`src/rtl/i2c_ctrl_writer_pkg.sv`:
```
// Shared definitions for the single-byte I2C write controller: FSM encodings and bus constants.
package i2c_ctrl_writer_pkg;

  typedef enum logic [2:0] {
    ST_IDLE  = 3'd0,
    ST_START = 3'd1,
    ST_ADDR  = 3'd2,
    ST_ACK_A = 3'd3,
    ST_DATA  = 3'd4,
    ST_ACK_D = 3'd5,
    ST_STOP  = 3'd6
  } state_t;

  localparam logic I2C_RW_WRITE = 1'b0;
  localparam logic I2C_ACK      = 1'b0;
  localparam logic I2C_NACK     = 1'b1;

  // Open-drain: a 0 on the wire means pull low, a 1 means release.
  function automatic logic sda_oe_for_bit(input logic b);
    return ~b;
  endfunction

endpackage

```
`src/rtl/i2c_ctrl_writer_if.sv`:
```
// Host request/status and open-drain bus signals of the I2C write controller.
interface i2c_ctrl_writer_if;
  logic       I_start;
  logic [6:0] I_addr;
  logic [7:0] I_data;
  logic       I_scl;
  logic       I_sda;
  logic       OE_scl;
  logic       OE_sda;
  logic       O_busy;
  logic       O_done;
  logic       O_nack;

  modport master (
    input  I_start, I_addr, I_data, I_scl, I_sda,
    output OE_scl, OE_sda, O_busy, O_done, O_nack
  );

  modport slave (
    output I_start, I_addr, I_data, I_scl, I_sda,
    input  OE_scl, OE_sda, O_busy, O_done, O_nack
  );
endinterface

```
`src/rtl/i2c_ctrl_writer_qtick.sv`:
```
// SCL quarter-period tick generator; hold freezes the counter at its terminal count.
module i2c_ctrl_writer_qtick #(
  parameter int CLK_DIV = 4
) (
  input  logic I_clk,
  input  logic I_rstn,
  input  logic en,
  input  logic hold,
  output logic tick
);

  localparam int CW = (CLK_DIV > 1) ? $clog2(CLK_DIV) : 1;
  localparam logic [CW-1:0] CNT_MAX = CW'(CLK_DIV - 1);

  logic [CW-1:0] cnt;

  always_ff @(posedge I_clk or negedge I_rstn) begin
    if (!I_rstn) begin
      cnt <= '0;
    end else if (!en) begin
      cnt <= '0;
    end else if (cnt == CNT_MAX) begin
      if (!hold) cnt <= '0;
    end else begin
      cnt <= cnt + 1'b1;
    end
  end

  assign tick = en && (cnt == CNT_MAX) && !hold;

endmodule

```
`src/rtl/i2c_ctrl_writer.sv`:
```
// Single-master I2C controller: START, address+W, one data byte, STOP, with ACK checks
// and SCL clock-stretch support. Both lines are driven open-drain through OE outputs.
module i2c_ctrl_writer
  import i2c_ctrl_writer_pkg::*;
#(
  parameter int CLK_DIV = 4
) (
  input logic               I_clk,
  input logic               I_rstn,
  i2c_ctrl_writer_if.master bus
);

  state_t     state;
  logic [1:0] qtr;
  logic [2:0] bit_cnt;
  logic [7:0] sreg;
  logic [7:0] data_q;
  logic       ack_bit;
  logic       oe_scl, oe_sda, busy, done, nack;
  logic [1:0] scl_meta, sda_meta;
  logic       scl_sync, sda_sync;
  logic       tick, hold;
  logic       load_addr, load_data, shift_bit;

  always_ff @(posedge I_clk or negedge I_rstn) begin
    if (!I_rstn) begin
      scl_meta <= 2'b11;
      sda_meta <= 2'b11;
    end else begin
      scl_meta <= {scl_meta[0], bus.I_scl};
      sda_meta <= {sda_meta[0], bus.I_sda};
    end
  end

  assign scl_sync = scl_meta[1];
  assign sda_sync = sda_meta[1];

  // A target stretching SCL is only noticed at the end of the high-going quarter.
  assign hold = (qtr == 2'd2) && !scl_sync;

  i2c_ctrl_writer_qtick #(.CLK_DIV(CLK_DIV)) u_qtick (
    .I_clk  (I_clk),
    .I_rstn (I_rstn),
    .en     (busy),
    .hold   (hold),
    .tick   (tick)
  );

  assign load_addr = (state == ST_IDLE) && bus.I_start;
  assign load_data = tick && (state == ST_ACK_A) && (qtr == 2'd3) && (ack_bit == I2C_ACK);
  assign shift_bit = tick && ((state == ST_ADDR) || (state == ST_DATA)) &&
                     (qtr == 2'd3) && (bit_cnt != 3'd7);

  always_ff @(posedge I_clk) begin
    if (load_addr) begin
      sreg   <= {bus.I_addr, I2C_RW_WRITE};
      data_q <= bus.I_data;
    end else if (load_data) begin
      sreg <= data_q;
    end else if (shift_bit) begin
      sreg <= {sreg[6:0], 1'b0};
    end
  end

  // Outputs are set on the tick that opens the quarter they belong to.
  always_ff @(posedge I_clk or negedge I_rstn) begin
    if (!I_rstn) begin
      state   <= ST_IDLE;
      qtr     <= 2'd0;
      bit_cnt <= 3'd0;
      ack_bit <= I2C_ACK;
      oe_scl  <= 1'b0;
      oe_sda  <= 1'b0;
      busy    <= 1'b0;
      done    <= 1'b0;
      nack    <= 1'b0;
    end else begin
      done <= 1'b0;
      if (state == ST_IDLE) begin
        oe_scl <= 1'b0;
        oe_sda <= 1'b0;
        if (bus.I_start) begin
          state   <= ST_START;
          qtr     <= 2'd0;
          bit_cnt <= 3'd0;
          ack_bit <= I2C_ACK;
          busy    <= 1'b1;
          nack    <= 1'b0;
        end
      end else if (tick) begin
        qtr <= qtr + 2'd1;
        case (state)
          ST_START: begin
            case (qtr)
              2'd1: oe_sda <= 1'b1;
              2'd2: oe_scl <= 1'b1;
              2'd3: begin
                state  <= ST_ADDR;
                oe_sda <= sda_oe_for_bit(sreg[7]);
              end
              default: ;
            endcase
          end
          ST_ADDR, ST_DATA: begin
            case (qtr)
              2'd1: oe_scl <= 1'b0;
              2'd3: begin
                oe_scl <= 1'b1;
                if (bit_cnt == 3'd7) begin
                  bit_cnt <= 3'd0;
                  state   <= (state == ST_ADDR) ? ST_ACK_A : ST_ACK_D;
                  oe_sda  <= 1'b0;
                end else begin
                  bit_cnt <= bit_cnt + 3'd1;
                  oe_sda  <= sda_oe_for_bit(sreg[6]);
                end
              end
              default: ;
            endcase
          end
          ST_ACK_A, ST_ACK_D: begin
            case (qtr)
              2'd1: oe_scl <= 1'b0;
              2'd2: ack_bit <= sda_sync;
              2'd3: begin
                oe_scl <= 1'b1;
                if ((state == ST_ACK_A) && (ack_bit == I2C_ACK)) begin
                  state  <= ST_DATA;
                  oe_sda <= sda_oe_for_bit(data_q[7]);
                end else begin
                  state  <= ST_STOP;
                  oe_sda <= 1'b1;
                  nack   <= (ack_bit == I2C_NACK);
                end
              end
              default: ;
            endcase
          end
          ST_STOP: begin
            case (qtr)
              2'd1: oe_scl <= 1'b0;
              2'd2: oe_sda <= 1'b0;
              2'd3: begin
                state <= ST_IDLE;
                busy  <= 1'b0;
                done  <= 1'b1;
              end
              default: ;
            endcase
          end
          default: state <= ST_IDLE;
        endcase
      end
    end
  end

  assign bus.OE_scl = oe_scl;
  assign bus.OE_sda = oe_sda;
  assign bus.O_busy = busy;
  assign bus.O_done = done;
  assign bus.O_nack = nack;

endmodule
```
`src/flat_wrapper.sv`:
```
// flat-port wrapper written by rule: the top's interface ports become plain ports
module i2c_ctrl_writer_flat import i2c_ctrl_writer_pkg::*;
#(
  parameter int CLK_DIV = 4
)
  (I_clk, I_rstn, bus_I_start, bus_I_addr, bus_I_data, bus_I_scl, bus_I_sda, bus_OE_scl, bus_OE_sda, bus_O_busy, bus_O_done, bus_O_nack);
  i2c_ctrl_writer_if bus_i ();
  input logic I_clk;
  input logic I_rstn;
  input wire logic [$bits(bus_i.I_start)-1:0] bus_I_start;
  input wire logic [$bits(bus_i.I_addr)-1:0] bus_I_addr;
  input wire logic [$bits(bus_i.I_data)-1:0] bus_I_data;
  input wire logic [$bits(bus_i.I_scl)-1:0] bus_I_scl;
  input wire logic [$bits(bus_i.I_sda)-1:0] bus_I_sda;
  output wire logic [$bits(bus_i.OE_scl)-1:0] bus_OE_scl;
  output wire logic [$bits(bus_i.OE_sda)-1:0] bus_OE_sda;
  output wire logic [$bits(bus_i.O_busy)-1:0] bus_O_busy;
  output wire logic [$bits(bus_i.O_done)-1:0] bus_O_done;
  output wire logic [$bits(bus_i.O_nack)-1:0] bus_O_nack;
  assign bus_i.I_start = bus_I_start;
  assign bus_i.I_addr = bus_I_addr;
  assign bus_i.I_data = bus_I_data;
  assign bus_i.I_scl = bus_I_scl;
  assign bus_i.I_sda = bus_I_sda;
  assign bus_OE_scl = bus_i.OE_scl;
  assign bus_OE_sda = bus_i.OE_sda;
  assign bus_O_busy = bus_i.O_busy;
  assign bus_O_done = bus_i.O_done;
  assign bus_O_nack = bus_i.O_nack;
  i2c_ctrl_writer #(.CLK_DIV(CLK_DIV)) u_core (.I_clk(I_clk), .I_rstn(I_rstn), .bus(bus_i));
endmodule
```
`config.mk`:
```
export PLATFORM = sky130hd
export DESIGN_NAME = i2c_ctrl_writer_flat
export DESIGN_NICKNAME = d
export VERILOG_FILES = /design/src/rtl/i2c_ctrl_writer_pkg.sv /design/src/rtl/i2c_ctrl_writer_if.sv /design/src/rtl/i2c_ctrl_writer_qtick.sv /design/src/rtl/i2c_ctrl_writer.sv /design/src/flat_wrapper.sv
export SDC_FILE = /design/constraint.sdc
export NUM_CORES = 1
export LEC_CHECK = 0
export BUFFER_PORTS_ARGS = -buffer_cell sky130_fd_sc_hd__buf_4
export CAP_MARGIN = 20
export CELL_PAD_IN_SITES_DETAIL_PLACEMENT = 1
export CELL_PAD_IN_SITES_GLOBAL_PLACEMENT = 1
export CORE_MARGIN = 4
export CORE_UTILIZATION = 45
export DETAILED_ROUTE_END_ITERATION = 10
export HOLD_SLACK_MARGIN = 0.02
export PLACE_DENSITY_LB_ADDON = 0.1
export SYNTH_ARGS = -nofsm -noshare
export SYNTH_HDL_FRONTEND = slang
export SYNTH_HIERARCHICAL = 1
export SYNTH_SLANG_ARGS = --single-unit
```
`constraint.sdc`:
```
create_clock -name I_clk -period 2.9 [get_ports I_clk]
set_input_delay 0.145 -clock I_clk [delete_from_list [all_inputs] [get_ports I_clk]]
set_output_delay 0.145 -clock I_clk [all_outputs]
set_load 0.02 [all_outputs]
```
==> results, run 1 <==
- Registers take 976 µm².
- In this run the most critical hold path is launched from bus_I_data[4].
- The first TritonRoute pass finished after 4 iterations.
- The worst setup path is captured at a register.
- The minimum period implied by the final worst setup slack is 2.57 ns.
- The number of global-route vias before repair is 1442.
- The first-pass GRT wire length is 7.18 mm.
- Setup slack on the critical path of the routed design comes to 0.332 ns.
- The area of the die is 0.00531 mm².
- The critical path arrival is 2.60 ns.
- Counting every net in the synthesized netlist gives 199.
- The number of gates resized after CTS is 0.
- The area of combinational cells with multiple inputs is 802 µm².
- Global routing used 17.8% of the available tracks.
- The number of top-level pins is 25.
- The antenna cell count is 0.
- Counting flops and latches in the post-synthesis netlist gives 36.
- The normalized max-slew margin is 49.7%.
- The max-slew violation count came to 0.
- The TritonCTS clock tree is built.
- The most used flip-flop cell after synthesis is dfrtp_1.
- The maximum level of the CTS H-tree is 2.
- Summed over all nets, the switching power comes to 698 µW.
- The async set-or-reset flop fraction in the synthesized netlist is 55.6%.
- The total area inside the core boundary comes to 0.00403 mm².
- The number of sinks on the clock net is 36.
- In the synthesized netlist, the number of instances is 173.
- The number of filler instances in the final layout is 448.
- The clock network accounts for 18.8% of the total power.
- The maximum fanout along the worst path is 8.
- The final-report setup violation count is 0.
- The data required time at the worst endpoint is 2.93 ns.
- The number of different library cells used by synthesis comes to 46.
- The run finished with clean final reports.
- Before CTS, the worst setup slack after placement is 0.338 ns.
- The number of buffers inserted during clock tree synthesis is 5.
- In this run the cell area of the synthesized design comes to 0.00189 mm².
- The achievable frequency is 389 MHz.
- The clock transition at the registers of the reported paths is 0.07 ns.
- The actual slew at the worst max-slew pin is 0.755 ns.
- The final weighted congestion in routability-driven placement is 0.918.
- For this run, the number of Yosys warnings is 6.
- The total power density per cell area is 818 mW/mm².
- Yosys attributes the largest share of cell area to edfxtp_1 (24%), dfrtp_1 (21%), mux2i_1 (7.9%).
- Across all hold checks on the routed design, the worst slack comes to 0.0321 ns.
- Once the floorplan was initialized, standard cells occupied 47.0% of the core.
- After global routing the overflow that remains totals 0.
- The biggest area contributor in the post-synthesis netlist is edfxtp_1.
- In this run, synthesis inferred 15 flip-flops with an integrated enable.
- The total number of placement rows is 23.
- Setup repair after global routing left no endpoint under its margin.
- Wires add up to 4.15 mm.
- The total via count after detailed routing is 1396.
- Buffers inserted to repair hold after CTS numbered 3.
- The final-stage net count is 231.
- The portion of the post-synthesis area used by sequential elements is 51.5%.
- The leakage power total is 0.915 nW.
- Summing internal, switching and leakage power gives 1.83 mW.
- Net switching is 38.1% of the power.
- The setup total negative slack is 0 ns.
- The number of port buffers is 24.
- The worst setup path is launched from a register.
- The proportion of layout cells with a drive suffix above 1 is 23.3%.
- Across the run, the number of max-cap violations was 0.
- For this run, design rule violations remaining after detail routing come to 0.
- The first-iteration detailed-routing DRC count is 72.
- In the final routed layout, each cell accounts on average for 16.2 µm.
- The later pin in the worst-skew pair is clocked with a latency of 0.28 ns.
- The number of antenna violations at the first check in global routing is 0.
- In this run the deepest clock path goes through 2 buffers.
- The worst setup path category is register to register.
- The worst-case IR drop observed on VDD is 345 µV.
- The post-CTS repair timing setup buffer count is 0.
- The area growth from synthesis to layout is 18.0%.
- After detailed routing, the number of vias per cell comes to 5.45.
- Combinational cells account for 39.2% of the total power.
- The synthesized design devotes to its leading area cell type 23.8% of total area.
- The internal power of the cells totals 1.13 mW.
- The final worst-path cycle share is 88.6%.
- The HPWL after detailed placement is 2.93 mm.
- The path type of the worst min-delay path is primary input to register.
- The final hold violation count was 0.
- Sequential cells burn 42.0% of the power.
- The die is 72.9 µm wide.
- In this run the critical register-to-register path is launched from u_core/qtr[0].
- The clock arrives with 0.00870 ns of skew.
- The cell at the root of the clock tree is clkbuf_8.
- Entering global routing, the biggest net connects 25 pins.
- The die is 72.9 µm tall.
- The count of nets left with antenna violations once routing finished came out at 0.
- The synthesized area divided by synthesized cell count is 10.9 µm².
- The startpoint of the most critical setup path is u_core/qtr[0].
## through the flow
stage          utilization, %  std cells  instance area, µm²
4_1_cts                  54.5        252                2200
3_5_place_dp             51.7        241                2080
3_3_place_gp             51.7        241                2080
5_1_grt                  55.5        256                2240
6_report                 55.5        256                2240
2_1_floorplan               -        173                1890
## path summary, 6_finish.rpt
| check | end | slack [ns] | cells past startpoint |
|---|---|---|---|
| max | u_core/sreg[7] | 0.33 | 8 |
| min | u_core/data_q[4] | 0.03 | 1 |
| max reg2reg | u_core/sreg[7] | 0.33 | 8 |
| min reg2reg | u_core/scl_meta[1] | 0.36 | 0 |
| max in group asynchronous | u_core/scl_meta[1] | 2.33 | 2 |
| min in group asynchronous | u_core/state[0] | 0.28 | 2 |
## cells in the mapped netlist, drive strengths merged, types with 2 or more instances
| master | number |
|---|---|
| buf | 10 |
| a21oi | 8 |
| nor3 | 5 |
| o211ai | 2 |
| nor3b | 2 |
| dfstp | 4 |
| nand2 | 21 |
| nand2b | 2 |
| o21ai | 18 |
| nand4 | 2 |
| nor2b | 5 |
| dfrtp | 16 |
| edfxtp | 15 |
| ha | 6 |
| mux2 | 4 |
| inv | 7 |
| mux2i | 15 |
| nor2 | 7 |
| and3 | 2 |
| nand3 | 7 |
## metal layers
layer	part of all wire [%]	vias to the layer above	track usage, %
li1	-	679	-
met1	45	689	23.9
met2	51	21	29.0
met3	3.2	7	3.17
met4	1.6	0	6.35
met5	0	-	0
## critical path, stage by stage, from the launching register on
cell and delay (ns):
dfrtp_1 0.42, inv_1 0.07, ha_1 0.25, nor2b_1 0.17, nor2_1 0.29, and3_2 0.29, and3_1 0.49, mux2i_1 0.27
o21ai_1 0.07
## kinds of logic (layout without fill, tap and decap cells)
family          count (synthesis)  in the layout  synth area share, %
compound gates                 35             35                 11.0
xor+xnor                        1              1                0.859
fa+ha+maj                       6              6                 3.96
buf+inv                        18             51                 6.14
flops                          36             36                 51.5
mux                            19             19                 10.5
simple gates                   58             58                 16.1
## power by group through the flow
stage,clock (mW),combinational (mW),sequential [mW]
6_report,0.344,0.718,0.768
5_1_grt,0.383,0.829,0.787
4_1_cts,0.353,0.721,0.767
3_5_place_dp,0,0.713,0.779
3_3_place_gp,0,0.686,0.768
2_1_floorplan,0,0.565,0.742
## sequential cells by signal, summed over array words and instances, names as in the netlist, named ones only
register,flops
u_core/bus.OE_scl,1
u_core/sreg,8
u_core/sda_meta,2
u_core/u_qtick/cnt,2
u_core/bus.OE_sda,1
u_core/bus.O_busy,1
u_core/bus.O_nack,1
u_core/bus.O_done,1
u_core/bit_cnt,3
u_core/state,2
u_core/scl_meta,2
u_core/data_q,8
u_core/qtr,2
u_core/ack_bit,1
## cell usage in the layout, fill, tap and decap left out, drive strengths merged, types with 4 or more instances in the layout
master        n
clkbuf        6
nor3          5
nand3         7
o21ai        18
a21oi         8
nor2b         5
buf          28
inv           7
ha            6
edfxtp       15
nor2          7
dfstp         4
dfrtp        16
mux2          4
dlygate4sd3   7
nand2        21
mux2i        15
## area by class of cell
| class | count | area share [%] |
|---|---|---|
| tap | 50 | 2.80 |
| multi-input combinational | 119 | 35.9 |
| clock buffer | 6 | 3.25 |
| inverter | 8 | 1.40 |
| sequential | 36 | 43.6 |
| clock inverter | 2 | 0.504 |
| timing repair buffer | 35 | 12.5 |
No activity file was read; power rests on OpenSTA's default activity.
==> run 2, diff against run 1 <==
- CORE_UTILIZATION: 45 -> 40
- REMOVE_ABC_BUFFERS: not set -> 1
- clock period: 2.9 -> 2.3 ns (I/O delays scaled with it)
==> run 2 against run 1 <==
Via count grew 0.72%. Cell count grew 4.7%. Fmax grew 22%. Sequential cell count unchanged. Worst hold slack better by 0.081 ns. Non-clock buffer count is 10 higher. Sequential share of layout area decreased by 1.7 points. Power grew 29%. Sequential power increased by 26%. Combinational power grew 36%. Largest cell class unchanged.
==> results, run 2 (synthesis results as in run 1) <==
- The run finished with clean final reports.
- The data required time at the worst endpoint is 2.48 ns (-0.45 ns).
- The family with the most delay on the worst path is simple AND/OR/NAND/NOR gates.
- The height of the die is 76.8 µm (+5.4%).
- The total chip power came to 2.37 mW (+29%).
- The routing usage on met1 is 19.4% (-4.5 points).
- The number of port buffers came to 24 (unchanged).
- The total global-route track usage is 15.9% (-2.0 points).
- The clock latency at the later pin of the worst-skew pair is 0.28 ns (about the same).
- The fraction of met3 tracks used by global routing is 3.51% (+0.34 points).
- The number of nets with antenna violations after routing is 0 (unchanged).
- The area taken by flip-flops and latches came to 977 µm² (+0.13%).
- The total congestion overflow after global routing is 0 (unchanged).
- The clock skew after layout is 0.00651 ns (-0.00220 ns).
- The number of global-route vias before repair was 1539 (+6.7%).
- The cell at the root of the clock tree is clkbuf_8.
- The number of filler instances in the final layout is 487 (+8.7%).
- The average detailed-routed wire length per instance is 15.4 µm (-5.1%).
- The critical path goes through inv_1 -> ha_1 -> nor2b_1 -> nor2_2 -> buf_6 -> nand3_1 -> a21o_1 -> a21oi_2 -> mux2_2.
- The critical path buffer and inverter count is 2 (+1).
- Compared with the post-synthesis result, the final layout area differs by 23.1%.
- The antenna cell count is 0 (unchanged).
- The largest net degree at the start of global routing was 25 (unchanged).
- The area of the die is 0.00590 mm² (+11%).
- The count of unresolved DRC violations after routing is 0 (unchanged).
- The total via count after detailed routing was 1406 (+0.72%).
- The worst-case clock buffer depth is 2 (unchanged).
- The proportion of layout cells with a drive suffix above 1 is 25.5% (+2.2 points).
- The starting density of the core is 42.3% (-4.7 points).
- The largest registers in the layout are u_core/data_q x8, u_core/sreg x8, u_core/bit_cnt x3.
- The first-pass GRT wire length was 7.38 mm (+2.9%).
- The maximum fanout along the worst path is 12 (+4).
- The final worst-path cycle share was 91.3% (+2.7 points).
- The critical path arrival is 2.27 ns (-0.33 ns).
- The final hold violation count is 0 (unchanged).
- The number of buffers inserted during clock tree synthesis is 5 (unchanged).
- The max-cap check violation count is 0 (unchanged).
- The category of the worst setup path launch point is a register.
- The HPWL after detailed placement is 3.01 mm (+3.0%).
- The die outline width is 76.8 µm (+5.4%).
- The number of antenna violations at the first check in global routing is 0 (unchanged).
- TritonCTS built the clock tree.
- The busiest metal layer after global routing is met2.
- The leakage power total is 0.961 nW (+5.0%).
- The first-iteration detailed-routing DRC count was 43 (-40%).
- The clock transition at the registers of the reported paths is 0.07 ns (about the same).
- The worst setup slack before clock tree synthesis is 0.110 ns (-0.228 ns).
- The total number of placement rows is 24 (+4.3%).
- The setup total negative slack is 0 ns (unchanged).
- The category of the worst setup path capture point is a register.
- The normalized max-slew margin is 59.4% (+9.8 points).
- The final worst slack was 0.201 ns (-0.131 ns).
- The global-route met2 utilization is 27.6% (-1.3 points).
- Leaving out fill and tap cells, the most frequent cell in the layout is buf_4.
- The first-pass detailed-route iteration total was 4 (unchanged).
- The maximum level of the CTS H-tree is 2 (unchanged).
- The wire length reported by the detailed router is 4.12 mm (-0.65%).
- The maximum ir drop on the vdd rail is 471 µV (+37%).
- The worst setup path category is register to register.
- The total power density per cell area is 1020 mW/mm² (+24%).
- On the critical path, the stage with the largest delay is an instance of dfrtp_2.
- The post-CTS repair timing setup buffer count is 0 (unchanged).
- The tightest min-delay check is of the primary input to register type.
- The number of top-level pins came to 25 (unchanged).
- The number of sinks on the clock net is 36 (unchanged).
- The minimum period implied by the final worst setup slack is 2.10 ns (-0.469 ns).
- The final-stage net count was 241 (+4.3%).
- The max-slew violation count is 0 (unchanged).
- The area of combinational cells with multiple inputs is 808 µm² (+0.78%).
- The routed via count divided by cell count is 5.25 (-3.8%).
- The worst stage delay on the critical path came to 0.40 ns (-0.09 ns).
- Setup repair after global routing left no endpoint under its margin.
- The area of the core is 0.00447 mm² (+11%).
- The achievable frequency was 476 MHz (+22%).
- The actual slew at the worst max-slew pin is 0.608 ns (-0.147 ns).
- The final weighted congestion in routability-driven placement is 0.860 (-6.3%).
- The final-report setup violation count is 0 (unchanged).
- The top cell types in the final layout, fill and taps aside, are buf_4 (33), nand2_1 (20).
[run 2: cell count changes in the layout (fill, tap and decap cells not counted), sizes merged]
cell	delta
dlygate4sd3	+4
clkinvlp	-1
buf	+6
clkbuf	+1
[run 2: final cells by class]
type                            instances  area share (%)
Sequential cell                        36            41.9
Multi-Input combinational cell        119            34.7
Timing Repair Buffer                   45            15.8
Clock buffer                            7            3.27
Tap cell                               52            2.79
Inverter                                8            1.34
Clock inverter                          1           0.161
[run 2: per-layer routing]
| metal | routed length [µm] | part of all wire [%] | vias up |
|---|---|---|---|
| met5 | 0 | 0 | - |
| met4 | 54 | 1.3 | 0 |
| met3 | 153 | 3.7 | 5 |
| met2 | 2080 | 50 | 24 |
| met1 | 1830 | 45 | 675 |
| li1 | - | - | 702 |
[run 2: worst paths after layout]
path | slack, ns | end | from | cells past startpoint
max reg2reg | 0.20 | u_core/bit_cnt[0] | u_core/qtr[0] | 9
max | 0.20 | u_core/bit_cnt[0] | u_core/qtr[0] | 9
min reg2reg | 0.36 | u_core/sda_meta[1] | u_core/sda_meta[0] | 0
max in group asynchronous | 1.77 | u_core/sda_meta[1] | I_rstn | 2
min | 0.11 | u_core/sreg[2] | bus_I_addr[1] | 3
min in group asynchronous | 0.25 | u_core/bus.O_done | I_rstn | 2
[run 2: repair_timing]
action	4_1_cts	5_1_grt
hold endpoints to repair	30	0
setup endpoints to repair	0	11
hold buffers	11	0
resized for setup	0	4
[run 2: where the power goes]
group          switching, mW  internal [mW]  total (mW)
Clock                  0.218          0.211       0.429
Sequential             0.145          0.819       0.964
Combinational          0.528          0.448       0.976
Total                  0.891           1.48        2.37
[run 2: worst min-delay path, stage by stage]
cell and delay (ns):
buf_4 0.08, nand2_1 0.04, o21ai_1 0.06
[run 2: per-stage QoR]
stage | util [%] | hold WS (ns) | cell area [µm²] | cells
final | 52.1 | 0.114 | 2330 | 268
after floorplan | - | -0.181 | 1810 | 163
after global placement | 47.6 | 0.0122 | 2130 | 249
after detailed placement | 47.6 | 0.0163 | 2130 | 249
after global routing | 52.1 | 0.126 | 2330 | 268
after CTS | 51.8 | 0.106 | 2320 | 268
==> run 3, diff against run 2 <==
- CELL_PAD_IN_SITES_DETAIL_PLACEMENT: 1 -> 0
==> run 3 against run 2 <==
Via count up 0.57%. Fmax is 0.46% higher. Global-route usage fell by 1.7 points. First-iteration DRC count grew 110%. Critical endpoint unchanged. Largest cell class unchanged. Largest power group unchanged. Highest routed layer unchanged.
==> results, run 3 (synthesis results as in run 1) <==
- The proportion of layout cells with a drive suffix above 1 is 25.3% (-0.12 points).
- The achievable frequency is 479 MHz (+0.46%).
- The area of combinational cells with multiple inputs is 802 µm² (-0.77%).
- The most common cell after layout, fill and taps aside is buf_4.
- The path type of the worst min-delay path is primary input to register.
- The clock transition at the registers of the reported paths is 0.07 ns (about the same).
- The number of top-level pins is 25 (unchanged).
- The worst setup slack before clock tree synthesis is 0.159 ns (+0.0485 ns).
- Traced cell by cell, the critical path runs through inv_1 -> ha_1 -> nor2b_1 -> nor2_1 -> buf_4 -> nand3_1 -> a21o_1 -> a21oi_2 -> mux2_2.
- The final weighted congestion in routability-driven placement is 0.860 (unchanged).
- The total internal power is 1.48 mW (+0.11%).
- The routed via count divided by cell count is 5.26 (+0.20%).
- The first-pass detailed-route iteration total is 4 (unchanged).
- The clock power share was 18.2% (about the same).
- The share of power burned in registers is 40.7% (about the same).
- The critical path buffer and inverter count is 2 (unchanged).
- The antenna cell count is 0 (unchanged).
- The library cells used most frequently in the layout, excluding fill and tap cells, are buf_4 (35), nand2_1 (20), dfrtp_1 (16).
- The maximum ir drop on the vdd rail was 364 µV (-23%).
- The minimum period implied by the final worst setup slack is 2.09 ns (-0.00960 ns).
- The wire length reported by the detailed router came to 3.77 mm (-8.4%).
- The category of the worst setup path capture point is a register.
- The total congestion overflow after global routing is 0 (unchanged).
- The first-iteration detailed-routing DRC count was 90 (+110%).
- The total number of placement rows is 24 (unchanged).
- The number of global-route vias before repair is 1387 (-9.9%).
- The number of filler instances in the final layout is 390 (-20%).
- The worst-case clock buffer depth is 2 (unchanged).
- The HPWL after detailed placement is 2.67 mm (-12%).
- Setup repair after global routing left no endpoint under its margin.
- The number of port buffers is 24 (unchanged).
- The area of the die is 0.00590 mm² (unchanged).
- The cell area reported after detailed placement came to 0.00213 mm² (unchanged).
- The clock skew after layout is 0.00498 ns (-0.00152 ns).
- The final-report setup violation count was 0 (unchanged).
- The clock latency at the later pin of the worst-skew pair is 0.29 ns (about the same).
- The data required time at the worst endpoint is 2.47 ns (about the same).
- The critical path arrival is 2.26 ns (about the same).
- The total chip power is 2.35 mW (-0.92%).
- The largest registers in the layout are u_core/data_q x8, u_core/sreg x8, u_core/bit_cnt x3.
- The number of sinks on the clock net came to 36 (unchanged).
- The largest net degree at the start of global routing is 25 (unchanged).
- The starting density of the core is 42.3% (unchanged).
- The switching power as a share of total power is 37.0% (-0.65 points).
- From synthesis to final layout, the design area changed by 22.9%.
- The worst stage delay on the critical path was 0.37 ns (-0.03 ns).
- The summed area of non-filler cells in the final layout came to 0.00233 mm² (-0.11%).
- The total via count after detailed routing is 1414 (+0.57%).
- STA classifies the critical path startpoint as a register.
- The first-pass GRT wire length was 6.56 mm (-11%).
- The share of power burned in combinational logic is 41.1% (about the same).
- The placed instance count came to 249 (unchanged).
- The leakage power total was 0.971 nW (+1.1%).
- The reported net switching power is 867 µW (-2.6%).
- The final worst slack was 0.211 ns (+0.00960 ns).
- The total global-route track usage is 14.1% (-1.7 points).
- The cell sitting at the root of the clock tree is a clkbuf_8.
- The final worst-path cycle share is 90.8% (-0.42 points).
- The normalized max-slew margin is 58.3% (-1.2 points).
- For this design, the slowest cell found on the critical path is dfrtp_1.
- The flow ran to the end, and the final reports show no timing, DRC or antenna violations.
- The area of the core is 0.00447 mm² (unchanged).
- The count of unresolved DRC violations after routing is 0 (unchanged).
- The setup path with the least slack is of type register to register.
- The maximum level of the CTS H-tree is 2 (unchanged).
- The area taken by flip-flops and latches is 976 µm² (-0.13%).
- The max-cap check violation count came to 0 (unchanged).
- The final non-filler cell total is 269 (+0.37%).
- The total power density per cell area came to 1010 mW/mm² (-0.81%).
- The maximum fanout along the worst path is 12 (unchanged).
- On the critical path the largest part of the delay comes from simple AND/OR/NAND/NOR gates.
- The die outline width is 76.8 µm (unchanged).
- TritonCTS built the clock tree.
- The final-stage net count is 242 (+0.41%).
- The final hold violation count is 0 (unchanged).
- The height of the die is 76.8 µm (unchanged).
- The number of gates resized after CTS was 0 (unchanged).
- The average detailed-routed wire length per instance was 14.0 µm (-8.7%).
- The max-slew violation count came to 0 (unchanged).
- The number of antenna violations at the first check in global routing is 0 (unchanged).
- The number of buffers inserted during clock tree synthesis is 5 (unchanged).
- The number of nets with antenna violations after routing is 0 (unchanged).
- The actual slew at the worst max-slew pin came to 0.626 ns (+0.0179 ns).
## run 3: cell types whose count changed in the layout (fill, tap and decap cells not counted)
cell | before | now
nor2_1 | 6 | 7
nor2_2 | 1 | 0
buf_4 | 33 | 35
dfrtp_2 | 1 | 0
and3_4 | 1 | 0
dfrtp_1 | 15 | 16
clkinv_1 | 1 | 0
buf_6 | 1 | 0
clkinv_2 | 1 | 2
and3_2 | 0 | 1
## run 3: power groups by stage
stage | sequential, mW | clock [mW] | combinational, mW
5_1_grt | 0.978 | 0.478 | 1.08
4_1_cts | 0.960 | 0.449 | 0.950
2_1_floorplan | 1.00 | 0 | 0.569
6_report | 0.954 | 0.427 | 0.965
3_3_place_gp | 0.970 | 0 | 0.913
3_5_place_dp | 0.972 | 0 | 0.930
## run 3: timing repair
item | in CTS | in global routing
buffers inserted | 0 | 1
hold buffers | 11 | 0
endpoints found under the setup margin | 0 | 3
endpoints found under the hold margin | 30 | 0
## run 3: per-stage QoR
| stage | setup TNS [ns] | hold slack [ns] | utilization, % |
|---|---|---|---|
| 5_1_grt | 0 | 0.106 | 52.0 |
| 4_1_cts | 0 | 0.0923 | 51.9 |
| 3_3_place_gp | 0 | 0.0122 | 47.6 |
| 2_1_floorplan | -1.08 | -0.181 | - |
| 6_report | 0 | 0.105 | 52.0 |
| 3_5_place_dp | 0 | 0.0155 | 47.6 |
## run 3: worst register-to-register path, delay by kind of cell, from the launching register on
family          cells  cell delay (ns)
simple gates        3             0.43
flops               1             0.37
compound gates      2             0.37
mux                 1             0.34
buf+inv             2             0.24
fa+ha+maj           1             0.23
## run 3: final cells by class
class	count	share of cell area [%]
clock buffers	7	3.28
repair buffers	46	16.0
multi-input cells	119	34.4
flip-flops and latches	36	41.9
well taps	52	2.79
clock inverters	1	0.215
inverters	8	1.34
## run 3: per-layer routing
| layer | global-route usage (%) | routed length (µm) | up-vias |
|---|---|---|---|
| met5 | 0 | 0 | - |
| met4 | 7.79 | 73 | 0 |
| met3 | 3.28 | 161 | 8 |
| met2 | 22.7 | 1770 | 30 |
| met1 | 17.4 | 1770 | 674 |
| li1 | - | - | 702 |
## run 3: path summary, 6_finish.rpt
kind	cells past startpoint	startpoint	slack, ns	to
min in group asynchronous	2	I_rstn	0.24	u_core/u_qtick/cnt[1]
max in group asynchronous	2	I_rstn	1.78	u_core/sda_meta[1]
worst max register to register	9	u_core/qtr[0]	0.21	u_core/bit_cnt[0]
worst min-delay path	3	bus_I_addr[4]	0.11	u_core/sreg[5]
worst min register to register	0	u_core/scl_meta[0]	0.36	u_core/scl_meta[1]
worst max-delay path	9	u_core/qtr[0]	0.21	u_core/bit_cnt[0]
